<file path="src/rtl/uart_rx.sv">
`timescale 1ns/1ps
// -----------------------------------------------------------------------------
// uart_rx
//   UART receiver driven by a 16x (OVERSAMPLE x) baud enable. It synchronises
//   the asynchronous serial line, detects a start edge, samples every bit at
//   its mid-point, shifts data in LSB first and checks the stop bit. Each
//   finished frame produces a one-clock rx_valid_o strobe. The strobe is
//   issued even when the frame has an error.
//
//   Optional feature macro: UART_RX_PARITY_EN
//     defined   : a parity bit follows the data bits and is checked against
//                 PARITY_ODD (0 = even, 1 = odd).
//     undefined : there is no parity bit, and parity_err_o is tied to 0.
//
// Parameters
//   DATA_WIDTH   data bits per frame (5..9)
//   OVERSAMPLE   baud_en_i ticks per bit (even, >= 4)
//   SYNC_STAGES  flops in the rx_i synchroniser (>= 2)
//   PARITY_ODD   parity sense when parity is enabled
//
// Ports
//   clk_i         clock
//   rst_i         asynchronous reset, active-high
//   baud_en_i     one-cycle tick at OVERSAMPLE x baud rate
//   rx_i          serial line, idle high, asynchronous to clk_i
//   rx_data_o     last received word, held until the next frame completes
//   rx_valid_o    one-cycle strobe: rx_data_o and error flags were updated
//   frame_err_o   stop bit was sampled as 0
//   parity_err_o  parity mismatch (0 when parity is disabled)
//   busy_o        receiver is inside a frame (any state but IDLE)
// -----------------------------------------------------------------------------
module uart_rx #(
  parameter int DATA_WIDTH  = 8,
  parameter int OVERSAMPLE  = 16,
  parameter int SYNC_STAGES = 2,
  parameter int PARITY_ODD  = 0
) (
  input  logic                  clk_i,
  input  logic                  rst_i,
  input  logic                  baud_en_i,
  input  logic                  rx_i,
  output logic [DATA_WIDTH-1:0] rx_data_o,
  output logic                  rx_valid_o,
  output logic                  frame_err_o,
  output logic                  parity_err_o,
  output logic                  busy_o
);

  localparam int TICK_W = $clog2(OVERSAMPLE);
  localparam int BIT_W  = $clog2(DATA_WIDTH + 1);

  localparam logic [TICK_W-1:0] TICK_MID  = TICK_W'(OVERSAMPLE / 2 - 1);
  localparam logic [TICK_W-1:0] TICK_LAST = TICK_W'(OVERSAMPLE - 1);
  localparam logic [BIT_W-1:0]  BIT_LAST  = BIT_W'(DATA_WIDTH - 1);

  // Invalid configurations are rejected at elaboration.
  if (DATA_WIDTH < 5 || DATA_WIDTH > 9) begin : g_bad_data_width
    $error("uart_rx: DATA_WIDTH must be 5..9");
  end
  if (OVERSAMPLE < 4 || (OVERSAMPLE % 2) != 0) begin : g_bad_oversample
    $error("uart_rx: OVERSAMPLE must be even and >= 4");
  end
  if (SYNC_STAGES < 2) begin : g_bad_sync_stages
    $error("uart_rx: SYNC_STAGES must be >= 2");
  end
  if (PARITY_ODD != 0 && PARITY_ODD != 1) begin : g_bad_parity_odd
    $error("uart_rx: PARITY_ODD must be 0 or 1");
  end

  typedef enum logic [2:0] {
    S_IDLE,
    S_START,
    S_DATA,
    S_PARITY,
    S_STOP
  } state_t;

  state_t                  state_q;
  logic [SYNC_STAGES-1:0]  sync_q;
  logic                    rx_s;        // synchronised line
  logic                    rx_q;        // line value at the previous tick
  logic [TICK_W-1:0]       tick_cnt_q;
  logic [BIT_W-1:0]        bit_cnt_q;
  logic [DATA_WIDTH-1:0]   shift_q;

  // The synchroniser resets to 1, which is the idle line level. It runs on
  // every clock, independent of baud_en_i.
  // NOTE: sequential state uses non-blocking assignments so every flop samples
  // pre-edge values and simulation matches the synthesised registers.
  always_ff @(posedge clk_i or posedge rst_i) begin
    if (rst_i) begin
      sync_q <= '1;
    end else begin
      sync_q <= {sync_q[SYNC_STAGES-2:0], rx_i};
    end
  end

  assign rx_s   = sync_q[SYNC_STAGES-1];
  assign busy_o = (state_q != S_IDLE);

`ifdef UART_RX_PARITY_EN
  localparam logic PARITY_SENSE = (PARITY_ODD != 0);
  logic par_bit_q;
  logic parity_err_q;
  assign parity_err_o = parity_err_q;
`else
  assign parity_err_o = 1'b0;
`endif

  always_ff @(posedge clk_i or posedge rst_i) begin
    if (rst_i) begin
      state_q      <= S_IDLE;
      // rx_q starts at 0, so a line that is already low after reset is not
      // taken as a start edge before it has been seen high.
      rx_q         <= 1'b0;
      tick_cnt_q   <= '0;
      bit_cnt_q    <= '0;
      shift_q      <= '0;
      rx_data_o    <= '0;
      rx_valid_o   <= 1'b0;
      frame_err_o  <= 1'b0;
`ifdef UART_RX_PARITY_EN
      par_bit_q    <= 1'b0;
      parity_err_q <= 1'b0;
`endif
    end else begin
      rx_valid_o <= 1'b0;
      if (baud_en_i) begin
        // rx_q follows the line on every tick in every state. On returning to
        // IDLE it therefore holds the last bit sampled. After a break (stop
        // bit = 0) a new start needs the line to go high and then low again.
        rx_q <= rx_s;
        case (state_q)
          S_IDLE: begin
            if (rx_q && !rx_s) begin
              state_q    <= S_START;
              tick_cnt_q <= '0;
            end
          end
          S_START: begin
            if (tick_cnt_q == TICK_MID) begin
              tick_cnt_q <= '0;
              bit_cnt_q  <= '0;
              // A start bit that is no longer low at its mid-point is a
              // glitch. The receiver drops it silently.
              state_q    <= rx_s ? S_IDLE : S_DATA;
            end else begin
              tick_cnt_q <= tick_cnt_q + 1'b1;
            end
          end
          S_DATA: begin
            if (tick_cnt_q == TICK_LAST) begin
              tick_cnt_q <= '0;
              shift_q    <= {rx_s, shift_q[DATA_WIDTH-1:1]};
              if (bit_cnt_q == BIT_LAST) begin
`ifdef UART_RX_PARITY_EN
                state_q <= S_PARITY;
`else
                state_q <= S_STOP;
`endif
              end else begin
                bit_cnt_q <= bit_cnt_q + 1'b1;
              end
            end else begin
              tick_cnt_q <= tick_cnt_q + 1'b1;
            end
          end
`ifdef UART_RX_PARITY_EN
          S_PARITY: begin
            if (tick_cnt_q == TICK_LAST) begin
              tick_cnt_q <= '0;
              par_bit_q  <= rx_s;
              state_q    <= S_STOP;
            end else begin
              tick_cnt_q <= tick_cnt_q + 1'b1;
            end
          end
`endif
          S_STOP: begin
            if (tick_cnt_q == TICK_LAST) begin
              tick_cnt_q   <= '0;
              rx_data_o    <= shift_q;
              frame_err_o  <= ~rx_s;
`ifdef UART_RX_PARITY_EN
              parity_err_q <= ((^shift_q) ^ par_bit_q) != PARITY_SENSE;
`endif
              rx_valid_o   <= 1'b1;
              state_q      <= S_IDLE;
            end else begin
              tick_cnt_q <= tick_cnt_q + 1'b1;
            end
          end
          default: state_q <= S_IDLE;
        endcase
      end
    end
  end

endmodule
</file>
<file path="config.mk">
export PLATFORM = sky130hd
export DESIGN_NAME = uart_rx
export DESIGN_NICKNAME = d
export VERILOG_FILES = /design/src/rtl/uart_rx.sv
export SDC_FILE = /design/constraint.sdc
export NUM_CORES = 1
export LEC_CHECK = 0
export CAP_MARGIN = 10
export CORE_MARGIN = 2
export CORE_UTILIZATION = 55
export CTS_CLUSTER_DIAMETER = 120
export CTS_CLUSTER_SIZE = 40
export DETAILED_ROUTE_END_ITERATION = 10
export PLACE_DENSITY_LB_ADDON = 0.3
export SLEW_MARGIN = 15
export SYNTH_ARGS = -nofsm -noshare
export SYNTH_HDL_FRONTEND = slang
export SYNTH_SLANG_ARGS = --single-unit
export TNS_END_PERCENT = 10
</file>
<file path="constraint.sdc">
create_clock -name clk_i -period 2.13 [get_ports clk_i]
set_input_delay 0.426 -clock clk_i [delete_from_list [all_inputs] [get_ports clk_i]]
set_output_delay 0.426 -clock clk_i [all_outputs]
set_load 0.05 [all_outputs]
</file>
=== Word-level counts from Yosys, hierarchy flattened ===
Cells that the tools add are included.

* Register bits after elaboration: 32
* Input bits: 4
* Output and inout port bits: 12
* Word-level logic and storage cells: 54

* Add/subtract/negate cells: 2
* Eq/ne operators: 12
* Multiplexer cells: 18
* Bitwise operators: 1
* Reduce and logical (&&, ||, !) cells: 12

{| class="wikitable"
|+ Operator list
! cell !! number
|-
| 2-to-1 mux 4 bit || 6
|-
| 2-to-1 mux 3 bit || 5
|-
| != test 2 bit, second input constant || 6
|-
| case mux 3 bit (4 select lines) || 1
|-
| case mux 4 bit (3 select lines) || 1
|-
| AND reduction 3 bit || 3
|-
| adder 4 x 1 -> 4 bit, second input constant || 2
|-
| equality test 4 x 3 -> 1 bit, second input constant || 2
|-
| case mux 4 bit (2 select lines) || 1
|-
| AND reduction 6 bit || 1
|-
| nonzero test 3 bit || 2
|-
| AND reduction 5 bit || 1
|-
| equality test 4 bit, second input constant || 1
|-
| equality test 3 x 1 -> 1 bit, second input constant || 1
|-
| equality test 3 x 2 -> 1 bit, second input constant || 1
|-
| equality test 3 bit, second input constant || 1
|-
| logical NOT 3 bit || 1
|-
| 2-to-1 mux 1 bit || 3
|-
| 2-to-1 mux 2 bit || 1
|-
| nonzero test 2 bit || 1
|-
| OR reduction 2 bit || 1
|-
| logical AND 1 bit || 1
|-
| logical NOT 1 bit || 1
|-
| inverter 1 bit || 1
|}

=== Logic depth before layout (Yosys ltp) ===
Gate-level depths: netlist of the first run.

* Depth in word-level cells: 4
* Gate-level depth with buffers: 6
* Gate-level depth less buffers: 5

=== Worst setup path after synthesis of the first run ===
Ideal clock, no wire load.

* Path kind: register -> register
* From: register tick_cnt_q[0]
* To: register rx_data_o[0]
* Library setup time: 0.125 ns
* Arrival: 1.779 ns
* Data required time: 2.005 ns
* Slack: 0.226 ns
* Stages on the path, launching flop included: 6
* Path buffers: 1
* Clock period less this slack: 1.904 ns
* Cells stage by stage: dfrtp_1 -> ha_1 -> nand4_4 -> or4b_4 -> buf_6 -> mux2_4

* Longest elaborated chain between the ends: 2

{| class="wikitable"
|+ RTL lines
! what !! line !! RTL
|-
| start, declared || 82 || <nowiki>logic [TICK_W-1:0] tick_cnt_q;</nowiki>
|-
| start signal, assigned || 148 || <nowiki>tick_cnt_q <= tick_cnt_q + 1'b1;</nowiki>
|-
| start signal, assigned || 165 || <nowiki>tick_cnt_q <= tick_cnt_q + 1'b1;</nowiki>
|-
| start signal, assigned || 190 || <nowiki>tick_cnt_q <= tick_cnt_q + 1'b1;</nowiki>
|-
| equality test 4 bit || 180 || <nowiki>if (tick_cnt_q == TICK_LAST) begin</nowiki>
|-
| AND reduction 3 bit (no source line) || n/a ||
|-
| end signal, assigned || 182 || <nowiki>rx_data_o <= shift_q;</nowiki>
|-
| end, declared || 42 || <nowiki>output logic [DATA_WIDTH-1:0] rx_data_o,</nowiki>
|}

No other way between the ends.
A chain may end at the register's enable or synchronous reset.

=== Worst setup path after layout of the first run ===
* From: register rx_data_o[3]
* To: output rx_data_o[3]

No word-level cell between the ends.

==> results of run 1 <==
-- cell usage after synthesis --
library cell   n
a211oi_2       1
a21oi_1        2
a311oi_2       1
a31o_2         1
a31oi_1        2
buf_2          1
buf_4          1
buf_6          1
clkbuf_1       2
conb_1         1
dfrtp_1       30
dfstp_2        2
ha_1           2
inv_1          6
maj3_2         1
mux2_2        13
mux2_4         7
mux2i_1        2
nand2_1        5
nand2b_1       3
nand3_1        5
nand3b_1       1
nand4_4        1
nor2_1         3
nor2_8         1
nor2b_1        4
nor3_1         2
nor3b_1        1
o21ai_0        4
o311ai_1       1
o31ai_1        1
o41ai_1        2
or3_1          1
or3b_2         1
or4b_2         1
or4b_4         1
xor2_1         1
-- through the flow --
stage,setup slack (ns),std cells,hold WS [ns]
after CTS,0.147,168,0.354
after detailed placement,-0.0609,160,0.349
after global routing,0.117,168,0.364
final,0.171,168,0.354
after global placement,-0.0399,160,0.347
after floorplan,0.226,115,0.345
-- worst paths after layout --
path	startpoint	end	slack, ns	depth (start not counted)
setup / recovery	rx_data_o[3]$_DFFE_PP0P_	rx_data_o[3]	0.17	1
hold / removal	sync_q[0]$_DFF_PP1_	sync_q[1]$_DFF_PP1_	0.35	0
setup reg to reg	tick_cnt_q[0]$_DFFE_PP0P_	rx_data_o[5]$_DFFE_PP0P_	0.21	4
hold reg to reg	sync_q[0]$_DFF_PP1_	sync_q[1]$_DFF_PP1_	0.35	0
max in group asynchronous	rst_i	sync_q[0]$_DFF_PP1_	1.34	3
min in group asynchronous	rst_i	rx_valid_o$_DFF_PP0_	0.46	3
-- power by group --
part	switching (uW)	total, uW	leakage [uW]	internal, uW
Clock	211	455	0.0000412	244
Sequential	116	831	0.000414	715
Combinational	171	350	0.000362	179
Total	499	1640	0.000818	1140
-- area by class of cell --
type | instances | share of cell area
flip-flops and latches | 32 | 0.456
multi-input cells | 72 | 0.361
repair buffers | 20 | 0.104
clock inverters | 3 | 0.0241
clock buffers | 5 | 0.0213
well taps | 30 | 0.0213
inverters | 6 | 0.0128
-- logic make-up (layout without fill, tap and decap cells) --
group	after synthesis	count (layout)	synth area share
flops	32	32	0.538
buf+inv	11	34	0.0360
compound gates	15	15	0.0754
mux	22	22	0.182
other cells	1	1	0.00251
simple gates	30	30	0.137
fa+ha+maj	3	3	0.0243
xor+xnor	1	1	0.00586
-- layer usage --
metal | up-vias | global-route usage | wire, microns
li1 | 448 | - | -
met1 | 479 | 0.224 | 1150
met2 | 17 | 0.313 | 1290
met3 | 5 | 0.0512 | 87
met4 | 0 | 0.0816 | 40
met5 | - | 0 | 0
-- flip-flops by register name (all words and copies together), names as in the netlist --
| name | cells |
|---|---|
| shift_q | 8 |
| sync_q | 2 |
| bit_cnt_q | 4 |
| tick_cnt_q | 4 |
| rx_q | 1 |
| rx_valid_o | 1 |
| frame_err_o | 1 |
| rx_data_o | 8 |
| state_q | 3 |
==> results.py, run 1 <==
metrics = {
    "cts": {
        "cts-root-buf": "clkbuf_4",
        "cts_resized": 0,
        "hold_buffers": 0,
        "cts_tree": "yes",
        "htreeDepth": 2,
        "insertion_delay_ns": 0.34,
        "cts_setup_buffers": 0,
        "clkTransAtPathRegs_ns": 0.10,
        "cts_buffers": 5,
        "cts.sinks": 32,
        "cts_buffer_depth": 2,
    },
    "die": {
        "ios": 16,
        "die_area_sq_um": 3150,
        "coreArea_sq_um": 2520,
        "rows": 18,
        "die_w_microns": 56.1,
        "initial_core_util": 0.592,
        "die_h_microns": 56.1,
    },
    "synth": {
        "synth_area_leader_cell": "dfrtp_1",
        "synthDistinctLibCells": 37,
        "syn-num-nets": 121,
        "ys_seq_elements": 32,
        "netlist_area_sq_um": 1490,
        "yosys_warnings": 0,
        "seq_area_frac_synth": 0.538,
        "syn_area_per_cell_sq_um": 13.0,
        "synthCells": 115,
        "synth_top_area_frac": 0.503,
        "ys_top_cells_by_area": "dfrtp_1, mux2_2, mux2_4",
    },
    "layout": {
        "final_cell_area_sq_um": 1760,
        "seqCellArea_sq_um": 803,
        "drive_gt1_frac": 0.333,
        "nFillCells": 181,
        "num_antenna_cells": 0,
        "utilization": 0.699,
        "multi_input_area_sq_um": 637,
        "final_nets": 143,
        "final_common_cell": "dfrtp_1",
        "area_growth_pct": 18.0,
        "final_cell_mix": "dfrtp_1, mux2_2, clkdlybuf4s50_1",
    },
    "power_and_ir_drop": {
        "ir_drop_v": 0.000836,
        "fin_total_pwr_uw": 1640,
        "power_density_nw_per_um2": 928,
        "p_leak_uw": 0.000818,
    },
    "grt": {
        "grt-ovfl-total": 0,
        "grt_start_max_net_pins": 33,
        "grt_usage": 0.187,
        "grt_pass1_vias": 994,
        "antenna_found_initial": 0,
        "grt_pass1_wl_microns": 4520,
    },
    "routing": {
        "viasPerCell": 5.65,
        "wirelength_microns": 2570,
        "ant_nets": 0,
        "num_vias": 949,
        "drt_first_iter_violations": 9,
        "drcViolationCount": 0,
        "dr.pass1.iters": 4,
        "drt-wirelength-per-cell_microns": 15.3,
    },
    "sta": {
        "fin_skew_ns": 0.00697,
        "hold_viol": 0,
        "slew_headroom": 0.664,
        "finalCriticalPeriod_ns": 1.96,
        "tns_ns": 0,
        "tightest_slew_ns": 0.502,
        "post-route-period-util": 0.920,
        "grt_setup_unrepaired": "no",
        "final_max_slew_viol_count": 0,
        "setup_viol": 0,
        "fmax_mhz": 511,
    },
    "worst_setup_path": {
        "crit_chain": "clkdlybuf4s50_1",
        "cp_top_family": "buffers and inverters",
        "end_kind": "output port",
        "slowest_stage": "clkdlybuf4s50_1",
        "critPathArrivalTime_ns": 1.53,
        "worstPathRequired_ns": 1.70,
        "worstSetupPathType": "reg2out",
        "start_kind": "flip-flop",
        "crit_buf_inv": 1,
        "cp_max_fo": 2,
        "cpPeakStageDelay_ns": 0.81,
    },
    "status": {
        "status": "complete, no violations",
    },
    "placement": {
        "placed_area_sq_um": 1680,
        "place_congestion": 0.810,
        "port_buffers": 14,
        "place_hpwl_microns": 1880,
    },
    "hold_path": {
        "hp-class": "reg2reg",
    },
    "flow_run": {
        "max_cap_violations": 0,
    },
}
Note: power is estimated with default switching activity, not from simulation.
==> inputs of run 2 (changes only) <==
CORE_UTILIZATION = 40   (was 55)
clock period = 1.8 ns   (was 2.13 ns; I/O delays follow)
==> run 2 against run 1 <==
  * Flip-flop and latch count unchanged
  * Final cell count grew 21%
  * Clock-buffer cell count unchanged
  * First-iteration DRC count increased to 2.8 times the previous value
  * Critical path type unchanged
==> results.py, run 2 (synthesis results as in run 1) <==
metrics = {
    "cts": {
        "hold_buffers": 0,
        "cts_buffers": 5,
        "clkTransAtPathRegs_ns": 0.07,
        "cts_tree": "yes",
        "cts_buffer_depth": 2,
        "htreeDepth": 2,
        "insertion_delay_ns": 0.29,
        "cts.sinks": 32,
        "cts-root-buf": "clkbuf_8",
    },
    "worst_setup_path": {
        "cpPeakStageDelay_ns": 0.40,
        "cp_max_fo": 5,
        "cp_common_cell": "buf_4",
        "crit_chain": "buf_4 -> nor3_2 -> buf_4 -> inv_1 -> buf_6",
        "cp_top_family": "buffers and inverters",
        "critPathArrivalTime_ns": 1.38,
        "reg2reg_from": "state_q[1]$_DFFE_PP0P_",
        "worstPathRequired_ns": 1.44,
        "r2r_slack_ns": 0.07,
        "worstSetupPathType": "reg2out",
        "start_kind": "flip-flop",
        "reg2reg_depth": 4,
        "slowest_stage": "dfrtp_1",
        "crit_buf_inv": 4,
        "end_kind": "output port",
        "rr_endpoint": "state_q[0]$_DFFE_PP0P_",
    },
    "die": {
        "die_w_microns": 65.1,
        "die_area_sq_um": 4240,
        "rows": 22,
        "ios": 16,
        "die_h_microns": 65.1,
        "initial_core_util": 0.411,
        "coreArea_sq_um": 3630,
    },
    "sta": {
        "post-route-period-util": 0.969,
        "hold_viol": 0,
        "fmax_mhz": 574,
        "finalCriticalPeriod_ns": 1.74,
        "final_max_slew_viol_count": 0,
        "grt_setup_unrepaired": "yes",
        "setup_ws_ns": 0.0564,
        "fin_skew_ns": 0.00623,
        "setup_viol": 0,
    },
    "layout": {
        "finalNonFillerCells": 203,
        "utilization": 0.533,
        "final_nets": 160,
        "final_common_cell": "buf_4",
        "nFillCells": 325,
        "area_growth_pct": 29.6,
        "num_antenna_cells": 0,
        "final_cell_mix": "buf_4, dfrtp_1, mux2_2",
        "seqCellArea_sq_um": 803,
        "drive_gt1_frac": 0.484,
        "reg_top3": "rx_data_o x8, shift_q x8",
        "multi_input_area_sq_um": 679,
    },
    "placement": {
        "place_hpwl_microns": 1880,
        "detailedPlace.worstSlack_ns": -0.328,
        "place_congestion": 0.754,
        "port_buffers": 14,
        "placed_cells": 192,
    },
    "grt": {
        "grt_usage": 0.150,
        "grt-ovfl-total": 0,
        "antenna_found_initial": 0,
        "grt_pass1_wl_microns": 4740,
        "grt_pass1_vias": 1037,
        "grt_start_max_net_pins": 33,
    },
    "power_and_ir_drop": {
        "comb_power_share": 0.277,
        "p_int_uw": 1430,
        "fin_total_pwr_uw": 2100,
        "ir_drop_v": 0.000449,
        "p_sw_uw": 667,
        "pwr-share-clk": 0.262,
        "power.share.sequential": 0.461,
        "power_density_nw_per_um2": 1080,
        "sw_frac_of_total": 0.318,
        "p_leak_uw": 0.000938,
    },
    "routing": {
        "drcViolationCount": 0,
        "wirelength_microns": 2870,
        "drt_first_iter_violations": 25,
        "dr.pass1.iters": 4,
        "num_vias": 1008,
        "viasPerCell": 4.97,
        "ant_nets": 0,
        "drt-wirelength-per-cell_microns": 14.1,
    },
    "hold_path": {
        "hold_depth": 0,
        "hp-start": "sync_q[0]$_DFF_PP1_",
        "worstHoldEndpoint": "sync_q[1]$_DFF_PP1_",
        "hp-class": "reg2reg",
    },
    "status": {
        "status": "complete, no violations",
    },
    "flow_run": {
        "max_cap_violations": 0,
    },
}
## run 2: cell count changes in the layout (fill, tap and decap cells not counted), sizes merged
| cell | delta |
|---|---|
| dlymetal6s2s | +1 |
| nor2 | +1 |
| bufinv | -1 |
| buf | +26 |
| clkdlybuf4s50 | -11 |
| clkinv | +2 |
| clkinvlp | -1 |
## run 2: per-layer routing
metal	global-route usage	routed length (microns)	vias up	share of wire
li1	-	-	488	-
met1	0.183	1360	498	0.48
met2	0.236	1320	15	0.46
met3	0.0548	120	7	0.042
met4	0.0703	64	0	0.022
met5	0	0	-	0
## run 2: layout make-up
class / instances / area share
well taps: 48 / 0.0310
clock buffers: 5 / 0.0355
inverters: 6 / 0.0116
repair buffers: 36 / 0.147
clock inverters: 3 / 0.00969
multi-input cells: 73 / 0.351
flip-flops and latches: 32 / 0.415
## run 2: how the worst max path moves through the flow
stage	from	endpoint	slack (ns)	cells past startpoint
after global placement	baud_en_i	rx_data_o[5]$_DFFE_PP0P_	-0.30	4
after floorplan	tick_cnt_q[0]$_DFFE_PP0P_	rx_data_o[0]$_DFFE_PP0P_	-0.01	5
after CTS	state_q[0]$_DFFE_PP0P_	shift_q[6]$_DFFE_PP0P_	0.004	4
after detailed placement	baud_en_i	rx_data_o[4]$_DFFE_PP0P_	-0.33	4
after global routing	state_q[0]$_DFFE_PP0P_	busy_o	-0.02	5
final	state_q[0]$_DFFE_PP0P_	busy_o	0.06	5
## run 2: timing repair
action / CTS / global route
cloned: 0 / 1
buffers inserted: 2 / 0
pin swaps: 1 / 4
gates resized for setup: 1 / 4
endpoints found under the setup margin: 8 / 16
## run 2: stage by stage
step | instance area (sq um) | TNS (ns) | hold slack (ns)
after floorplan | 1510 | -0.0691 | 0.345
after global routing | 1940 | -0.0182 | 0.369
after global placement | 1800 | -3.55 | 0.346
after CTS | 1910 | 0 | 0.363
after detailed placement | 1800 | -3.94 | 0.352
final | 1940 | 0 | 0.364
## run 2: power groups by stage
stage	sequential (uW)	combinational (uW)	clock (uW)
2_1_floorplan	965	357	0
3_3_place_gp	973	517	0
3_5_place_dp	981	547	0
4_1_cts	967	551	569
5_1_grt	991	640	611
6_report	967	581	548
